`config.mk`:
```
export PLATFORM = sky130hd
export DESIGN_NAME = psdsquare
export DESIGN_NICKNAME = d
export VERILOG_FILES = /design/src/rtl/psdsquare.sv
export SDC_FILE = /design/constraint.sdc
export NUM_CORES = 1
export LEC_CHECK = 0
export CORE_MARGIN = 2
export CORE_UTILIZATION = 60
export DETAILED_ROUTE_END_ITERATION = 8
export GPL_TIMING_DRIVEN = 0
export PLACE_DENSITY = 0.82
export SETUP_SLACK_MARGIN = 0.4
export SYNTH_ARGS = -nofsm -noshare
export SYNTH_HDL_FRONTEND = slang
export SYNTH_SLANG_ARGS = --single-unit
```
`constraint.sdc`:
```
create_clock -name clock -period 8.4 [get_ports clock]
set_clock_uncertainty 0.1 [all_clocks]
set_input_delay 1.68 -clock clock [delete_from_list [all_inputs] [get_ports clock]]
set_output_delay 1.68 -clock clock [all_outputs]
set_load 0.1 [all_outputs]
```
`src/rtl/psdsquare.sv`:
```
// psdsquare: sequential shift-and-add squarer, one partial product per clock; PSDSQUARE_EARLY_EXIT_EN ends once the multiplier is exhausted
module psdsquare #(
    parameter int NBITSIN = 16
) (
    input  logic                   clock,
    input  logic                   reset,
    input  logic                   start,
    input  logic [NBITSIN-1:0]     xin,
    output logic                   busy,
    output logic                   done,
    output logic [2*NBITSIN-1:0]   sq
);
    localparam int CW = $clog2(NBITSIN + 1);
    typedef enum logic {IDLE, RUN} state_t;
    state_t state, state_nx;
    logic [2*NBITSIN-1:0] a, acc, acc_nx;
    logic [NBITSIN-1:0] b;
    logic [CW-1:0] cnt;
    logic last;
    always_comb begin
        acc_nx = acc + (b[0] ? a : '0);
`ifdef PSDSQUARE_EARLY_EXIT_EN
        last = (b >> 1) == '0 || cnt == CW'(NBITSIN - 1);
`else
        last = cnt == CW'(NBITSIN - 1);
`endif
        state_nx = state == IDLE ? (start ? RUN : IDLE) : (last ? IDLE : RUN);
    end
    always_ff @(posedge clock or negedge reset) begin
        if (!reset) begin
            state <= IDLE;
            a <= '0;
            b <= '0;
            acc <= '0;
            cnt <= '0;
            busy <= 1'b0;
            done <= 1'b0;
            sq <= '0;
        end else begin
            state <= state_nx;
            done <= 1'b0;
            if (state == IDLE) begin
                if (start) begin
                    a <= {{NBITSIN{1'b0}}, xin};
                    b <= xin;
                    acc <= '0;
                    cnt <= '0;
                    busy <= 1'b1;
                end
            end else begin
                acc <= acc_nx;
                a <= a << 1;
                b <= b >> 1;
                cnt <= cnt + CW'(1);
                if (last) begin
                    sq <= acc_nx;
                    done <= 1'b1;
                    busy <= 1'b0;
                end
            end
        end
    end
endmodule
```
# Yosys cells after proc, flatten, opt, wreduce, memory -nomap -nowiden
# Cells that the tools add are included.
[word_totals] regBits=120 in_bits=19 out_inout_bits=34
[classes] addsub=2 n_eq_ne=2 muxes=17 reduce_logical=3
[ops] operator="32-bit two-way mux" n=5
[ops] operator="32-bit adder" n=1
[ops] operator="16-bit two-way mux" n=2
[ops] operator="5-bit two-way mux" n=2
[ops] operator="1-bit two-way mux" n=8
[ops] operator="5-bit by 1-bit adder with 5-bit output (second input constant)" n=1
[ops] operator="5-bit by 4-bit == test with 1-bit output (second input constant)" n=1
[ops] operator="2-bit AND reduction" n=2
[ops] operator="2-bit by 1-bit inequality test with 1-bit output (second input constant)" n=1
[ops] operator="2-bit nonzero test" n=1

# Logic depth before layout (Yosys ltp)
# Gate-level depths: netlist (run 1).
[logic_depth] word_depth=3 depth_mapped=11

# Least setup slack after synthesis (run 1)
# OpenSTA, ideal clock, no wires.
[synth_timing] path_type="input port to flip-flop" startpoint="input start" endpoint="register a[10]" setup_ps=133 arrival_ps=2713 t_required_ps=8167 path_slack_ps=5454 cell_stages=4 cell_sequence="clkbuf_1 buf_1 mux2i_1 o21ai_0"
[synth_between] elab_chain_cells=1
[synth_rtl] element="from (decl)" line_no="7" source="input logic start,"
[synth_rtl] element="2-bit nonzero test (no line)"
[synth_rtl] element="to (signal assigned)" line_no="44" source="a <= {{NBITSIN{1'b0}}, xin};"
[synth_rtl] element="to (signal assigned)" line_no="52" source="a <= a << 1;"
[synth_rtl] element="to (decl)" line_no="16" source="logic [2*NBITSIN-1:0] a, acc, acc_nx;"
# Every way passes these cells.
# A chain may end at the register's enable or synchronous reset.

# Final worst setup path (run 1)
[layout_timing] startpoint="register sq[21]" endpoint="output sq[21]"
[layout_lines] element="from (decl)" line_no="11" source="output logic [2*NBITSIN-1:0] sq"
[layout_lines] element="from (signal assigned)" line_no="56" source="sq <= acc_nx;"
# No word-level cell between the ends.

==> results of run 1 <==
## power by group
group | switching, W | internal (W)
Sequential | 0.000165 | 0.000820
Combinational | 0.00117 | 0.000520
Clock | 0.000273 | 0.000551
## through the flow
stage               utilization (%)  hold slack [ns]  power (W)
floorplan                         -            0.352    0.00223
global route                   73.4            0.399    0.00367
finish                         73.4            0.371    0.00349
detailed placement             67.6            0.363    0.00265
global placement               67.4            0.357    0.00259
CTS                            73.4            0.376    0.00349
## cell families (layout without fill, tap and decap cells)
kind of cell / count (synthesis) / after routing / synth area share, %
and+or+nand+nor: 254 / 254 / 16.9
AOI/OAI and AO/OA: 210 / 210 / 21.0
DFF: 120 / 120 / 42.9
buffers and inverters: 55 / 138 / 3.00
muxes: 47 / 47 / 6.99
adders and majority gates: 34 / 34 / 6.18
xor gates and xnor gates: 25 / 25 / 3.13
## synth_stat cells, types with 2 or more instances
master      n
a211o_1     3
and2_1     35
or4_1       2
a21oi_1    36
mux2_2     15
or3_2       2
a21o_1     14
nand2_1   130
a211oi_1    5
nand2b_1    2
o21ai_0    65
nor3_1      5
o211ai_1    7
a22o_1     25
mux2i_1    32
nand3_1    11
a21boi_0    2
or3_1       4
a31o_2      3
o221ai_1    2
clkbuf_1   38
o21a_1      9
a221oi_2    2
and3_1      7
ha_1       33
xor2_1     13
nor2_1     29
nand4_1    21
a21oi_2     2
o21bai_1    5
buf_2       3
xnor2_1    12
or2_2       3
o22ai_1     4
a41o_1      2
inv_1       8
o31ai_1     7
dfrtp_1   120
buf_1       5
## flip-flops by register name, indices dropped and copies added (netlist names)
name,cells
sq,32
b,16
a,32
done,1
cnt,5
acc,32
busy,1
state,1
## path summary, 6_finish.rpt
path                       cells after the start  slack (ns)          startpoint                 end
setup / recovery                               1        4.66  sq[21]$_DFFE_PN0P_              sq[21]
hold / removal                                 2        0.37   sq[7]$_DFFE_PN0P_   sq[7]$_DFFE_PN0P_
setup reg to reg                              10        5.01    b[0]$_DFFE_PN0P_  sq[26]$_DFFE_PN0P_
hold reg to reg                                2        0.37   sq[7]$_DFFE_PN0P_   sq[7]$_DFFE_PN0P_
max in group asynchronous                      2        6.42               reset  acc[2]$_DFFE_PN0P_
min in group asynchronous                      1        1.04               reset  sq[22]$_DFFE_PN0P_
## layout make-up
| cell class | count | area [um^2] |
|---|---|---|
| Clock inverter | 10 | 190 |
| Fill cell | 859 | 3040 |
| Clock buffer | 21 | 470 |
| Buffer | 46 | 176 |
| Inverter | 9 | 33.8 |
| Timing Repair Buffer | 52 | 539 |
| Multi-Input combinational cell | 570 | 3790 |
| Sequential cell | 120 | 3000 |
| Tap cell | 143 | 179 |
## routing by layer
layer / GRT usage (%) / up-vias
met5: 0 / -
met4: 10.2 / 0
met3: 6.21 / 26
met2: 47.7 / 206
met1: 43.3 / 2982
li1: - / 2838
==> flow_metrics.env, run 1 <==
export IMPL_run_status="complete, no violations"
export IMPL_timing_worst_setup_path_type="reg2out"
export IMPL_top_level_ports=53
export IMPL_cp_start_kind="register"
export IMPL_clock_tree_root_cell="clkbuf_16"
export IMPL_io_buffers=51
export IMPL_hold_violations=0
export IMPL_antenna_violating_nets_post_route=0
export IMPL_core_area_um2=11400
export IMPL_peakVddDrop_mv=0.437
export IMPL_number_of_antenna_violations_at_the_first_check_in_global_routing=0
export IMPL_placed_cells_incl_taps=940
export IMPL_dieArea_um2=12500
export IMPL_cts_made_buffers=17
export IMPL_synth_largest_type_area_fraction_pct=42.9
export IMPL_final_area_um2=8380
export IMPL_final_instance_count_excl_fill=971
export IMPL_synth_cell_type_count=61
export IMPL_asyncSetResetFlopFracSynth_pct=100
export IMPL_slew_limit_headroom_pct=34.0
export IMPL_post_cts_setup_buffers=0
export IMPL_grt_start_max_net_pins=88
export IMPL_area_added_between_synthesis_and_finish_pct=19.7
export IMPL_post_cts_resized=0
export IMPL_total_length_of_routed_met2_wires_um=8670
export IMPL_drive_gt1_share_pct=8.57
export IMPL_timing_final_setup_violations=0
export IMPL_detailedPlacementHpwl_um=13300
export IMPL_worst_margin_pin_slew_ns=0.986
export IMPL_cp_slowest_stage_delay_ns=1.15
export IMPL_numClockSinks=120
export IMPL_min_period_ns=3.74
export IMPL_cp_data_required_time_ns=6.62
export IMPL_critPathMaxFanout=2
export IMPL_clkTransAtPathRegs_ns=0.06
export IMPL_mappedNetlistNets=798
export IMPL_setup_worst_path_end_class="output pin"
export IMPL_grt_overflow_total=0
export IMPL_clockBufferDepth=2
export IMPL_syn_instance_count=745
export IMPL_detail_route_wirelength_met1_um=8500
export IMPL_route_detailed_drc=0
export IMPL_clkLatencyLatePin_ns=0.42
export IMPL_yosys_warnings=0
export IMPL_synth_edf_count=0
export IMPL_drt_initial_drc_count=398
export IMPL_power_static_leakage_nw=3.93
export IMPL_first_global_vias=5914
export IMPL_critical_path_n_buffers_inverters=1
export IMPL_dr_pass1_iters=5
export IMPL_chipHeight_um=112
export IMPL_slew_violations=0
export IMPL_htreeDepth=4
export IMPL_most_common_library_cell_in_the_layout_ignoring_fill_and_taps="nand2_1"
export IMPL_power_per_cell_area_nw_per_um2=417
export IMPL_worst_ep_arrival_time_ns=1.96
export IMPL_timing_fmax_mhz=267
export IMPL_max_cap_viol_count=0
export IMPL_synth_top_cell_by_area="dfrtp_1"
export IMPL_detail_route_wirelength_um=18500
export IMPL_path_delay_family="buffers and inverters"
export IMPL_globalplace_congestion=0.939
export IMPL_mappedNetlistArea_um2=7000
export IMPL_grt_use_total_pct=30.6
export IMPL_wire_length_per_cell_after_detailed_routing_um=19.1
export IMPL_vias_per_cell=6.23
export IMPL_yosys_top_cells_area="dfrtp_1 (43%), nand2_1 (7.0%), ha_1 (5.9%), o21ai_0 (4.6%), mux2i_1 (4.6%)"
export IMPL_antenna_cells=0
export IMPL_grt_setup_unrepaired="no"
export IMPL_holdBufCountCts=0
export IMPL_yosys_most_used_dff="dfrtp_1"
export IMPL_hold_path_class="reg2reg"
export IMPL_ys_ff_latch=120
export IMPL_post_dp_cell_area_um2=7720
export IMPL_postLayoutSetupSlackWorst_ns=4.66
export IMPL_layout_worst_path_cycle_share_pct=44.5
export IMPL_grt_first_pass_wirelength_um=30400
export IMPL_highest_layer="met4"
export IMPL_dp_worst_setup_slack_ns=5.09
export IMPL_slowest_stage="clkdlybuf4s50_1"
export IMPL_path_cells="clkdlybuf4s50_1"
export IMPL_tritoncts="done"
export IMPL_finalSetupTns_ns=0
export IMPL_nets=869
export IMPL_commonest_non_fill_non_tap_cells_in_the_layout="nand2_1 (130), dfrtp_1 (120), o21ai_0 (65)"
export IMPL_route_met3_wl_um=1080
export IMPL_sequential_element_share_of_the_synthesized_area_pct=42.9
export IMPL_dieWidth_um=112
export IMPL_detailroute_via_count=6052
export IMPL_start_util_pct=61.3
export IMPL_placementRows=39
export IMPL_synth_area_per_cell_um2=9.40
Power figures use the tool's default switching activity.
==> run 2, diff against run 1 <==
- CORE_UTILIZATION: 60 -> 54
- PLACE_DENSITY: 0.82 -> 0.77
- clock period: 8.4 -> 3.1 ns (I/O delays scaled with it)
==> run 2 against run 1 <==
Net effect:
- the flow now finishes with violations (negative hold slack, negative setup slack)
- clock-buffer cell count is 3 lower
- via count grew 15%
- sequential power grew to 2.8 times the previous value
- critical path depth up 12
- first-iteration DRC count grew 81%
==> flow_metrics.env, run 2 (same netlist as run 1, synthesis figures left out) <==
export IMPL_run_status="complete, but fails checks"
export IMPL_failed_checks="negative hold slack, negative setup slack"
export IMPL_vias_per_cell=6.43
export IMPL_detail_route_wirelength_um=24300
export IMPL_worst_margin_pin_slew_ns=0.993
export IMPL_hold_path_class="in2async"
export IMPL_slew_violations=0
export IMPL_clockBufferDepth=2
export IMPL_clkTransAtPathRegs_ns=0.06
export IMPL_hold_violations=10
export IMPL_intPower_w=0.00570
export IMPL_commonest_non_fill_non_tap_cells_in_the_layout="nand2_1 (124), dfrtp_1 (119), o21ai_0 (59), buf_4 (59), clkdlybuf4s50_1 (47)"
export IMPL_peakVddDrop_mv=0.693
export IMPL_power_share_clock_pct=18.4
export IMPL_grt_start_max_net_pins=81
export IMPL_timing_rr_start="b[0]$_DFFE_PN0P_"
export IMPL_pwr_share_seq_pct=25.4
export IMPL_antenna_violating_nets_post_route=0
export IMPL_setup_worst_path_end_class="register"
export IMPL_io_buffers=51
export IMPL_dieWidth_um=118
export IMPL_numClockSinks=120
export IMPL_clkLatencyLatePin_ns=0.44
export IMPL_timing_final_setup_violations=1
export IMPL_tritoncts="done"
export IMPL_start_util_pct=55.5
export IMPL_clock_tree_root_cell="clkbuf_16"
export IMPL_chipHeight_um=118
export IMPL_grt_overflow_total=0
export IMPL_core_area_um2=12600
export IMPL_most_common_library_cell_in_the_layout_ignoring_fill_and_taps="nand2_1"
export IMPL_worst_r2r_cell_count=13
export IMPL_htreeDepth=4
export IMPL_cts_made_buffers=17
export IMPL_detailroute_via_count=6956
export IMPL_power_combinational_fraction_pct=56.2
export IMPL_holdBufCountCts=0
export IMPL_timing_fmax_mhz=322
export IMPL_antenna_cells=0
export IMPL_dr_pass1_iters=6
export IMPL_finish_utilization_pct=79.6
export IMPL_grt_first_pass_wirelength_um=35500
export IMPL_drt_initial_drc_count=722
export IMPL_worst_ep_arrival_time_ns=3.34
export IMPL_top_level_ports=53
export IMPL_nets=949
export IMPL_slew_limit_headroom_pct=33.6
export IMPL_critPathMaxFanout=4
export IMPL_timing_worst_setup_path_type="reg2reg"
export IMPL_final_hold_worst_slack_ns=-0.00795
export IMPL_placementRows=41
export IMPL_grt_setup_unrepaired="yes"
export IMPL_min_period_ns=3.11
export IMPL_drive_gt1_share_pct=31.1
export IMPL_detailedPlacementHpwl_um=13300
export IMPL_layout_worst_path_cycle_share_pct=100
export IMPL_cp_start_kind="register"
export IMPL_first_global_vias=6647
export IMPL_setup_worst_path_start="b[0]$_DFFE_PN0P_"
export IMPL_cp_data_required_time_ns=3.34
export IMPL_switching_share_pct=47.2
export IMPL_timing_reg2reg_setup_slack_ns=-0.006
export IMPL_dieArea_um2=13900
export IMPL_number_of_antenna_violations_at_the_first_check_in_global_routing=0
export IMPL_power_per_cell_area_nw_per_um2=1070
export IMPL_globalplace_congestion=0.898
export IMPL_biggestRegsByFlops="a (32), acc (32), sq (32)"
export IMPL_postLayoutSetupSlackWorst_ns=-0.00563
export IMPL_area_added_between_synthesis_and_finish_pct=43.5
export IMPL_grt_use_total_pct=32.6
export IMPL_switching_power_total_w=0.00509
export IMPL_route_detailed_drc=0
export IMPL_max_cap_viol_count=0
export IMPL_report_power_total_w=0.0108
export IMPL_power_static_leakage_nw=4.56
export IMPL_wire_length_per_cell_after_detailed_routing_um=22.5
==> run 2: critical path, stage by stage, from the launching register on <==
cell and delay [ns]:
dfrtp_2 0.44, buf_8 0.14, buf_6 0.11, and2_4 0.15, ha_4 0.28, and2_4 0.16, nand4_1 0.13, a21oi_4 0.31
buf_12 0.15, o41ai_4 0.07, buf_4 0.18, a211o_4 0.36, and3_4 0.20, o32ai_4 0.21
==> run 2: cell type report <==
class	count	area [um^2]
sequential	120	3000
tap	172	215
fill	751	2570
multi-input combinational	570	4680
inverter	9	33.8
timing repair buffer	132	1240
clock buffer	18	439
buffer	46	288
clock inverter	14	149
==> run 2: per-layer routing <==
layer  share of wire, %  track usage [%]
met1                 38             41.2
met2                 48             53.6
met3                8.2             7.36
met4                5.2             14.8
met5                  0                0
==> run 2: power groups by stage <==
stage / combinational, W / sequential [W] / clock, W
floorplan: 0.00212 / 0.00396 / 0
global placement: 0.00441 / 0.00265 / 0
detailed placement: 0.00453 / 0.00267 / 0
CTS: 0.00540 / 0.00270 / 0.00198
global route: 0.00635 / 0.00281 / 0.00206
finish: 0.00606 / 0.00274 / 0.00199
==> run 2: repair_timing <==
item / in CTS / in global routing
setup endpoints to repair: 45 / 60
resized for setup: 151 / 80
cloned: 3 / 0
buffers inserted: 55 / 22
pin swaps: 59 / 52
==> run 2: metrics by stage <==
stage / setup slack, ns / instances / TNS (ns) / cell area (um^2) / hold WS [ns]
final: -0.00563 / 1081 / -0.00563 / 10100 / -0.00795
after global routing: -0.0843 / 1081 / -0.191 / 10100 / 0.0335
after CTS: 0.115 / 1059 / 0 / 9550 / 0.0114
after detailed placement: -0.184 / 969 / -1.20 / 7830 / 0.362
after global placement: -3.19 / 968 / -381.88 / 7800 / 0.357
after floorplan: 0.377 / 745 / 0 / 7070 / 0.224
==> run 2: worst paths after layout <==
path	endpoint
worst max-delay path	acc[31]$_DFFE_PN0P_
worst min-delay path	acc[14]$_DFFE_PN0P_
worst max register to register	acc[31]$_DFFE_PN0P_
worst min register to register	sq[7]$_DFFE_PN0P_
max in group asynchronous	b[0]$_DFFE_PN0P_
min in group clock	sq[7]$_DFFE_PN0P_
